**src/rtl/pong_paddle_ctrl.sv**
```systemverilog
// rtl/pong_paddle_ctrl.sv - N-player paddle key tracking and clamped vertical movement; speed ramp enabled by PONG_PADDLE_ACCEL_EN
module pong_paddle_ctrl #(
  parameter int                        NUM_PLAYERS = 2,
  parameter logic [16*NUM_PLAYERS-1:0] KEY_UP      = 32'hE075_E027,
  parameter logic [16*NUM_PLAYERS-1:0] KEY_DOWN    = 32'hE072_E01F,
  parameter int                        Y_W         = 10,
  parameter int                        POS_Y       = 170,
  parameter int                        PAD_H       = 200,
  parameter int                        FIELD_TOP   = 0,
  parameter int                        FIELD_BOT   = 480,
  parameter int                        SPEED       = 1,
  parameter int                        MAX_SPEED   = 4,
  parameter int                        ACCEL_TICKS = 8
) (
  input  logic                       clk,
  input  logic                       rst_b,
  input  logic                       tick,
  input  logic [15:0]                scan_code,
  input  logic                       finished,
  input  logic                       break_code,
  output logic [NUM_PLAYERS*Y_W-1:0] pad_y,
  output logic [NUM_PLAYERS-1:0]     up_held,
  output logic [NUM_PLAYERS-1:0]     down_held,
  output logic [NUM_PLAYERS-1:0]     at_top,
  output logic [NUM_PLAYERS-1:0]     at_bot
);

  // Two extra bits give headroom so y-step and y+step never wrap before clamping.
  localparam int YS_W = Y_W + 2;
  localparam logic signed [YS_W-1:0] TOP_S   = YS_W'(FIELD_TOP);
  localparam logic signed [YS_W-1:0] BOT_S   = YS_W'(FIELD_BOT - PAD_H);
  localparam logic [Y_W-1:0]         POS_Y_V = Y_W'(POS_Y);
  localparam logic [YS_W-1:0]        SPEED_V = YS_W'(SPEED);

`ifdef PONG_PADDLE_ACCEL_EN
  localparam int              RC_W       = $clog2(ACCEL_TICKS + 1);
  localparam logic [RC_W-1:0] ACCEL_LAST = RC_W'(ACCEL_TICKS - 1);
  localparam logic [YS_W-1:0] MAX_V      = YS_W'(MAX_SPEED);
`else
  wire unused_accel_cfg = ^{32'(MAX_SPEED), 32'(ACCEL_TICKS)};
`endif

  for (genvar g = 0; g < NUM_PLAYERS; g++) begin : g_player
    logic                   up_r;
    logic                   down_r;
    logic [Y_W-1:0]         y_r;
    logic [Y_W-1:0]         y_nxt;
    logic [YS_W-1:0]        step_cur;
    logic signed [YS_W-1:0] y_ext;
    logic signed [YS_W-1:0] y_dec;
    logic signed [YS_W-1:0] y_inc;
    logic [15:0]            code_up;
    logic [15:0]            code_dn;

    assign code_up = KEY_UP[16*g +: 16];
    assign code_dn = KEY_DOWN[16*g +: 16];

`ifdef PONG_PADDLE_ACCEL_EN
    logic [YS_W-1:0] step_r;
    logic [YS_W-1:0] step_nxt;
    logic [RC_W-1:0] run_r;
    logic [RC_W-1:0] run_nxt;
    logic [RC_W-1:0] run_base;
    logic            last_up_r;
    logic            last_dn_r;
    logic            same_dir;

    // Ramp: a tick whose direction differs from the previous tick restarts at SPEED and counts as the first run tick.
    always_comb begin
      same_dir = (up_r == last_up_r) && (down_r == last_dn_r);
      step_cur = same_dir ? step_r : SPEED_V;
      run_base = same_dir ? run_r : '0;
      step_nxt = SPEED_V;
      run_nxt  = '0;
      if (up_r || down_r) begin
        step_nxt = step_cur;
        if (run_base == ACCEL_LAST) begin
          if (step_cur < MAX_V) step_nxt = step_cur + YS_W'(1);
        end else begin
          run_nxt = run_base + RC_W'(1);
        end
      end
    end

    // Ramp state advances only on game ticks; idle ticks leave it at SPEED with an empty run.
    always_ff @(posedge clk or negedge rst_b) begin
      if (!rst_b) begin
        step_r    <= SPEED_V;
        run_r     <= '0;
        last_up_r <= 1'b0;
        last_dn_r <= 1'b0;
      end else if (tick) begin
        step_r    <= step_nxt;
        run_r     <= run_nxt;
        last_up_r <= up_r;
        last_dn_r <= down_r;
      end
    end
`else
    assign step_cur = SPEED_V;
`endif

    // Next paddle row, clamped into [FIELD_TOP, FIELD_BOT-PAD_H] in the widened signed domain.
    always_comb begin
      y_ext = signed'({2'b00, y_r});
      y_dec = y_ext - signed'(step_cur);
      y_inc = y_ext + signed'(step_cur);
      y_nxt = y_r;
      if (up_r) begin
        y_nxt = (y_dec < TOP_S) ? TOP_S[Y_W-1:0] : y_dec[Y_W-1:0];
      end else if (down_r) begin
        y_nxt = (y_inc > BOT_S) ? BOT_S[Y_W-1:0] : y_inc[Y_W-1:0];
      end
    end

    // Key flags and position; movement reads the flags from before this edge, so a same-cycle key event waits a tick.
    always_ff @(posedge clk or negedge rst_b) begin
      if (!rst_b) begin
        up_r   <= 1'b0;
        down_r <= 1'b0;
        y_r    <= POS_Y_V;
      end else begin
        if (finished) begin
          if (scan_code == code_up) begin
            if (break_code) begin
              up_r <= 1'b0;
            end else begin
              up_r   <= 1'b1;
              down_r <= 1'b0;
            end
          end else if (scan_code == code_dn) begin
            if (break_code) begin
              down_r <= 1'b0;
            end else begin
              down_r <= 1'b1;
              up_r   <= 1'b0;
            end
          end
        end
        if (tick) y_r <= y_nxt;
      end
    end

    assign pad_y[Y_W*g +: Y_W] = y_r;
    assign up_held[g]          = up_r;
    assign down_held[g]        = down_r;
    assign at_top[g]           = (y_r == TOP_S[Y_W-1:0]);
    assign at_bot[g]           = (y_r == BOT_S[Y_W-1:0]);
  end

endmodule

```
**config.mk**
```make
export PLATFORM = sky130hd
export DESIGN_NAME = pong_paddle_ctrl
export DESIGN_NICKNAME = d
export VERILOG_FILES = /design/src/rtl/pong_paddle_ctrl.sv
export SDC_FILE = /design/constraint.sdc
export NUM_CORES = 1
export LEC_CHECK = 0
export ABC_CLOCK_PERIOD_IN_PS = 4000
export BUFFER_PORTS_ARGS = -buffer_cell sky130_fd_sc_hd__clkbuf_2
export CAP_MARGIN = 25
export CORE_MARGIN = 2
export CORE_UTILIZATION = 35
export CTS_CLUSTER_SIZE = 16
export DETAILED_ROUTE_END_ITERATION = 8
export GPL_TIMING_DRIVEN = 0
export SYNTH_ARGS = -nofsm -noshare
export SYNTH_HDL_FRONTEND = slang
export SYNTH_SLANG_ARGS = --single-unit
export TNS_END_PERCENT = 20
```
**constraint.sdc**
```tcl
create_clock -name clk -period 4 [get_ports clk]
set_input_delay 0.4 -clock clk [delete_from_list [all_inputs] [get_ports clk]]
set_output_delay 0.4 -clock clk [all_outputs]
set_load 0.03 [all_outputs]
```
After elaboration in Yosys (flattened, before gate mapping):

Cells that the tools add are included.

* add/subtract/negate cells: 4
* muxes and demuxes: 18
* shift-type cells: 0
* divide/modulo/power cells: 0
* bitwise operators: 0
* $mul: 0
* $lt $le $gt $ge: 4
* reductions and logical operators: 12
* eq/ne operators: 10

Operator list (number)
* $mux W10: 8
* $eq A16 B16 Y1 const B: 4
* $add A10 B1 Y11 const B: 2
* $gt A11 B9 Y1 const B: 2
* $lt A11 B1 Y1 const B: 2
* $sub A10 B1 Y11 const B: 2
* $eq A10 B9 Y1 const B: 2
* $logic_not A10 Y1: 2
* $reduce_and A3 Y1: 4
* $mux W1: 10
* $reduce_bool A2 Y1: 4
* $ne A2 B1 Y1 const B: 2
* $ne A2 B2 Y1 const B: 2
* $reduce_and A2 Y1: 2

* bits of input ports: 21
* register bits: 24
* word-level logic and storage cells: 54
* memories: 0
* memory bits (writable): 0
* output and inout bits: 28
* bits in latches: 0
* ROM bits: 0

Longest topological paths before layout:

* depth in word-level cells: 5
* depth in mapped cells: 10
* gate-level depth less buffers: 9

Worst setup path after synthesis:

No wires, ideal clock.

* path type: flip-flop to flip-flop
* from: register g_player[0].y_r[0]
* to: register g_player[0].y_r[3]
* arrival: 2400 ps
* setup slack: 1509 ps
* setup time: 91 ps
* cell stages (with the launch flop): 11
* data required time: 3909 ps
* clock period less this slack: 2491 ps
* path buffers: 1
* cell sequence: dfrtp_1 > buf_2 > inv_1 > ha_1 > or4b_4 > or4_4 > and2_4 > a21oi_1 > o21ai_1 > nand2_1 > nand3_1

* word-level cells in the longest chain between the ends: 5
* elaborated cells between the ends (all ways): 8
* those cells by class: add/sub (2); order compare (2); mux (4)

Ends and longest elaborated chain
* from (decl): line 46 `logic [Y_W-1:0] y_r;`
* from (signal assigned): line 140 `if (tick) y_r <= y_nxt;`
* $add A10 B1 Y11: line 107 `y_inc = y_ext + signed'(step_cur);`
* $gt A11 B9 Y1: line 112 `y_nxt = (y_inc > BOT_S) ? BOT_S[Y_W-1:0] : y_inc[Y_W-1:0];`
* $mux W10: line 112
* $mux W10: line 111 `end else if (down_r) begin`
* $mux W10 *: line 109 `if (up_r) begin`

Mark *: on every way between the ends. The rest lies on a longest branch, timed or not. The select of a mux whose other input is x is not followed.
A chain may end at the register's enable or synchronous reset.

Final worst setup path:

* from: register g_player[0].y_r[0]
* to: register g_player[0].y_r[7]

The elaborated chain is that of the path after synthesis.

==> impl_metrics.py <==
metrics = {
    "setup_path": {
        "r2r_slack_ns": 1.43,
        "worstReg2RegEnd": "g_player[0].y_r[7]$_DFFE_PN1P_",
        "worstSetupPathType": "reg -> reg",
        "crit_path_max_fanout": 9,
        "cp.required_ns": 4.20,
        "start_kind": "flop",
        "cp-end-kind": "flop",
        "critPathArrivalTime_ns": 2.77,
        "reg2reg_depth": 10,
        "r2r-start": "g_player[0].y_r[0]$_DFFE_PN0P_",
    },
    "clock_network": {
        "insertion_delay_ns": 0.27,
        "max-clock-path-buffers": 2,
        "cts_setup_buffers": 0,
        "cts.clk_slew.worst_paths_ns": 0.09,
        "post_cts_resized": 0,
        "cts_root_buf": "clkbuf_8",
        "holdBufCountCts": 0,
        "cts_tree": "yes",
        "htree_levels": 1,
        "clock_sinks": 24,
        "cts_inserted_buffers": 3,
    },
    "global_routing": {
        "grt_util_all_layers": 0.185,
        "gr-total-overflow": 0,
        "grt_pass1_wl_mm": 11.4,
        "grt_max_degree": 25,
        "antenna_found_initial": 0,
        "grt_pass1_vias": 2454,
    },
    "logic_synthesis": {
        "yosysTopAreaCell": "dfrtp_1",
        "synth-seq-cells": 24,
        "ys_top_cells_by_area": "dfrtp_1 17%, dfstp_2 8.7%, o21ai_0 6.4%",
        "syn_area_per_cell_sq_um": 7.29,
        "synth_edf_count": 0,
        "synthesis.area_sq_um": 2410,
        "syn_inst": 330,
        "yosys.cell_types.count": 62,
        "synth_top_cell_area_share": 0.166,
        "syn-num-nets": 357,
        "yosysSeqAreaShare": 0.254,
        "synthFlopType": "dfrtp_1",
        "synthArstFlopShare": 1.00,
        "yosysWarningCount": 0,
        "yosys-top-cells-count": "40 x nand2_1, 31 x o21ai_0, 30 x a21oi_1, 24 x nor2_1, 17 x nand3_1",
        "yosys.cell_count.top_type": "nand2_1",
    },
    "die": {
        "start_util": 0.358,
        "core-area_sq_um": 6720,
        "die_area_sq_um": 7550,
        "dieHeight_um": 86.9,
        "io_pins": 49,
        "dieWidth_um": 86.9,
        "core.rowCount": 30,
    },
    "sta": {
        "rsz0062_at_grt": "false",
        "period_share": 0.642,
        "fmax_mhz": 390,
        "finalMaxSlewViolations": 0,
        "worstMarginPinSlew_ns": 0.666,
        "setup_violations": 0,
        "final_hold_viol_count": 0,
        "fin_worst_skew_ns": 0.00268,
        "slew_headroom": 0.551,
        "setup_tns_ns": 0,
        "fin_crit_ns": 2.57,
    },
    "finish": {
        "fin_nets": 410,
        "diodes": 0,
        "final_cells": 462,
        "drive_gt1_frac": 0.236,
        "syn2layout_area_growth_pct": 17.1,
        "final_core_util": 0.419,
    },
    "status": {
        "outcome": "finished, final reports clean",
    },
    "pwr": {
        "p_leak_nw": 1.19,
        "ir_drop_mv": 0.165,
        "pwr_density_cell_nw_per_um2": 444,
    },
    "route": {
        "avgViaCountPerCell": 5.81,
        "num_vias": 2686,
        "wl_mm": 6.67,
        "wl_per_cell_um": 14.4,
        "first_pass_iters": 6,
        "drc_errors": 0,
        "ant_nets": 0,
        "drt_iter0_markers": 200,
    },
    "placement": {
        "place_congestion": 0.864,
        "dp.cells": 458,
        "io_buffers": 48,
        "hpwl_mm": 5.10,
    },
    "run": {
        "drv_cap": 0,
    },
    "worst_hold_path": {
        "hp-class": "in -> async",
    },
}
-- worst max path at each step --
| stage | startpoint | end | slack [ns] | depth (start not counted) |
|---|---|---|---|---|
| 6_report | g_player[0].y_r[0]$_DFFE_PN0P_ | g_player[0].y_r[7]$_DFFE_PN1P_ | 1.43 | 10 |
| 3_5_place_dp | g_player[0].y_r[0]$_DFFE_PN0P_ | g_player[0].y_r[3]$_DFFE_PN1P_ | 1.47 | 10 |
| 5_1_grt | g_player[0].y_r[0]$_DFFE_PN0P_ | g_player[0].y_r[3]$_DFFE_PN1P_ | 1.28 | 10 |
| 4_1_cts | g_player[0].y_r[0]$_DFFE_PN0P_ | g_player[0].y_r[3]$_DFFE_PN1P_ | 1.45 | 10 |
| 3_3_place_gp | g_player[0].y_r[0]$_DFFE_PN0P_ | g_player[0].y_r[3]$_DFFE_PN1P_ | 1.47 | 10 |
| 2_1_floorplan | g_player[0].y_r[0]$_DFFE_PN0P_ | g_player[0].y_r[3]$_DFFE_PN1P_ | 1.51 | 10 |
-- registers in the layout (all words and copies together), names as in the netlist --
signal,count
g_player.down_r,2
g_player.up_r,2
g_player.y_r,20
-- power by group --
group / switching [W] / total, W / internal (W)
Sequential: 0.0000538 / 0.000351 / 0.000297
Clock: 0.0000822 / 0.000216 / 0.000134
Combinational: 0.000439 / 0.000683 / 0.000244
-- layout make-up --
type	count	area, sq um
Buffer	26	134
Fill cell	685	3900
Timing Repair Buffer	48	240
Clock inverter	1	30.0
Sequential cell	24	611
Inverter	10	37.5
Clock buffer	3	41.3
Multi-Input combinational cell	270	1620
Tap cell	80	100
-- critical path, cell delays in order, from the launching register on --
cell and delay, ns:
dfrtp_1 0.40, buf_2 0.18, inv_1 0.16, ha_1 0.23, or4b_4 0.51, or4_4 0.46
and2_4 0.20, nand2_2 0.07, o31ai_1 0.07, a21oi_1 0.16, a21oi_1 0.06
-- logic make-up after synthesis --
family / count (synthesis) / share of synthesized area
muxes: 5 / 0.0218
xor gates and xnor gates: 2 / 0.00728
buffers and inverters: 36 / 0.0712
AOI/OAI and AO/OA: 102 / 0.262
adders and majority gates: 6 / 0.0312
and+or+nand+nor: 155 / 0.353
DFF: 24 / 0.254
-- per-stage QoR --
stage	power (W)	setup WS, ns	area (sq um)	hold WS [ns]
floorplan	0.000850	1.51	2410	0.104
global placement	0.00103	1.47	2750	0.441
detailed placement	0.00103	1.47	2750	0.448
CTS	0.00126	1.45	2820	0.144
global route	0.00135	1.28	2820	0.176
finish	0.00125	1.43	2820	0.113
-- layout by cell type, fill, tap and decap left out, types with 3 or more instances in the layout --
cell type and instances:
or2_2 3, o21ai_0 31, nand3_1 17, a211oi_1 3, clkbuf_1 13, nand4b_1 3, nand3b_1 3, clkbuf_2 48
buf_4 6, nor3b_1 4, buf_2 5, nor2b_1 3, o21ai_1 6, dfstp_2 8, nand4_1 7, dfrtp_1 16
a31oi_1 5, clkbuf_8 3, or3_1 6, o211ai_1 5, nor2_1 24, nand2b_1 3, ha_1 6, nor4_1 4
a21oi_1 30, and4_1 3, inv_1 10, and3_1 5, mux2i_1 3, nor3_1 12, nand2_1 40
-- metal layers --
layer,vias up,routed length (um),global-route usage,part of all wire
met5,-,0,0,0
met4,0,80,0.0540,0.012
met3,8,423,0.0171,0.063
met2,101,2940,0.294,0.44
met1,1253,3230,0.267,0.48
li1,1324,-,-,-
Note: power is estimated with default switching activity, not from simulation.
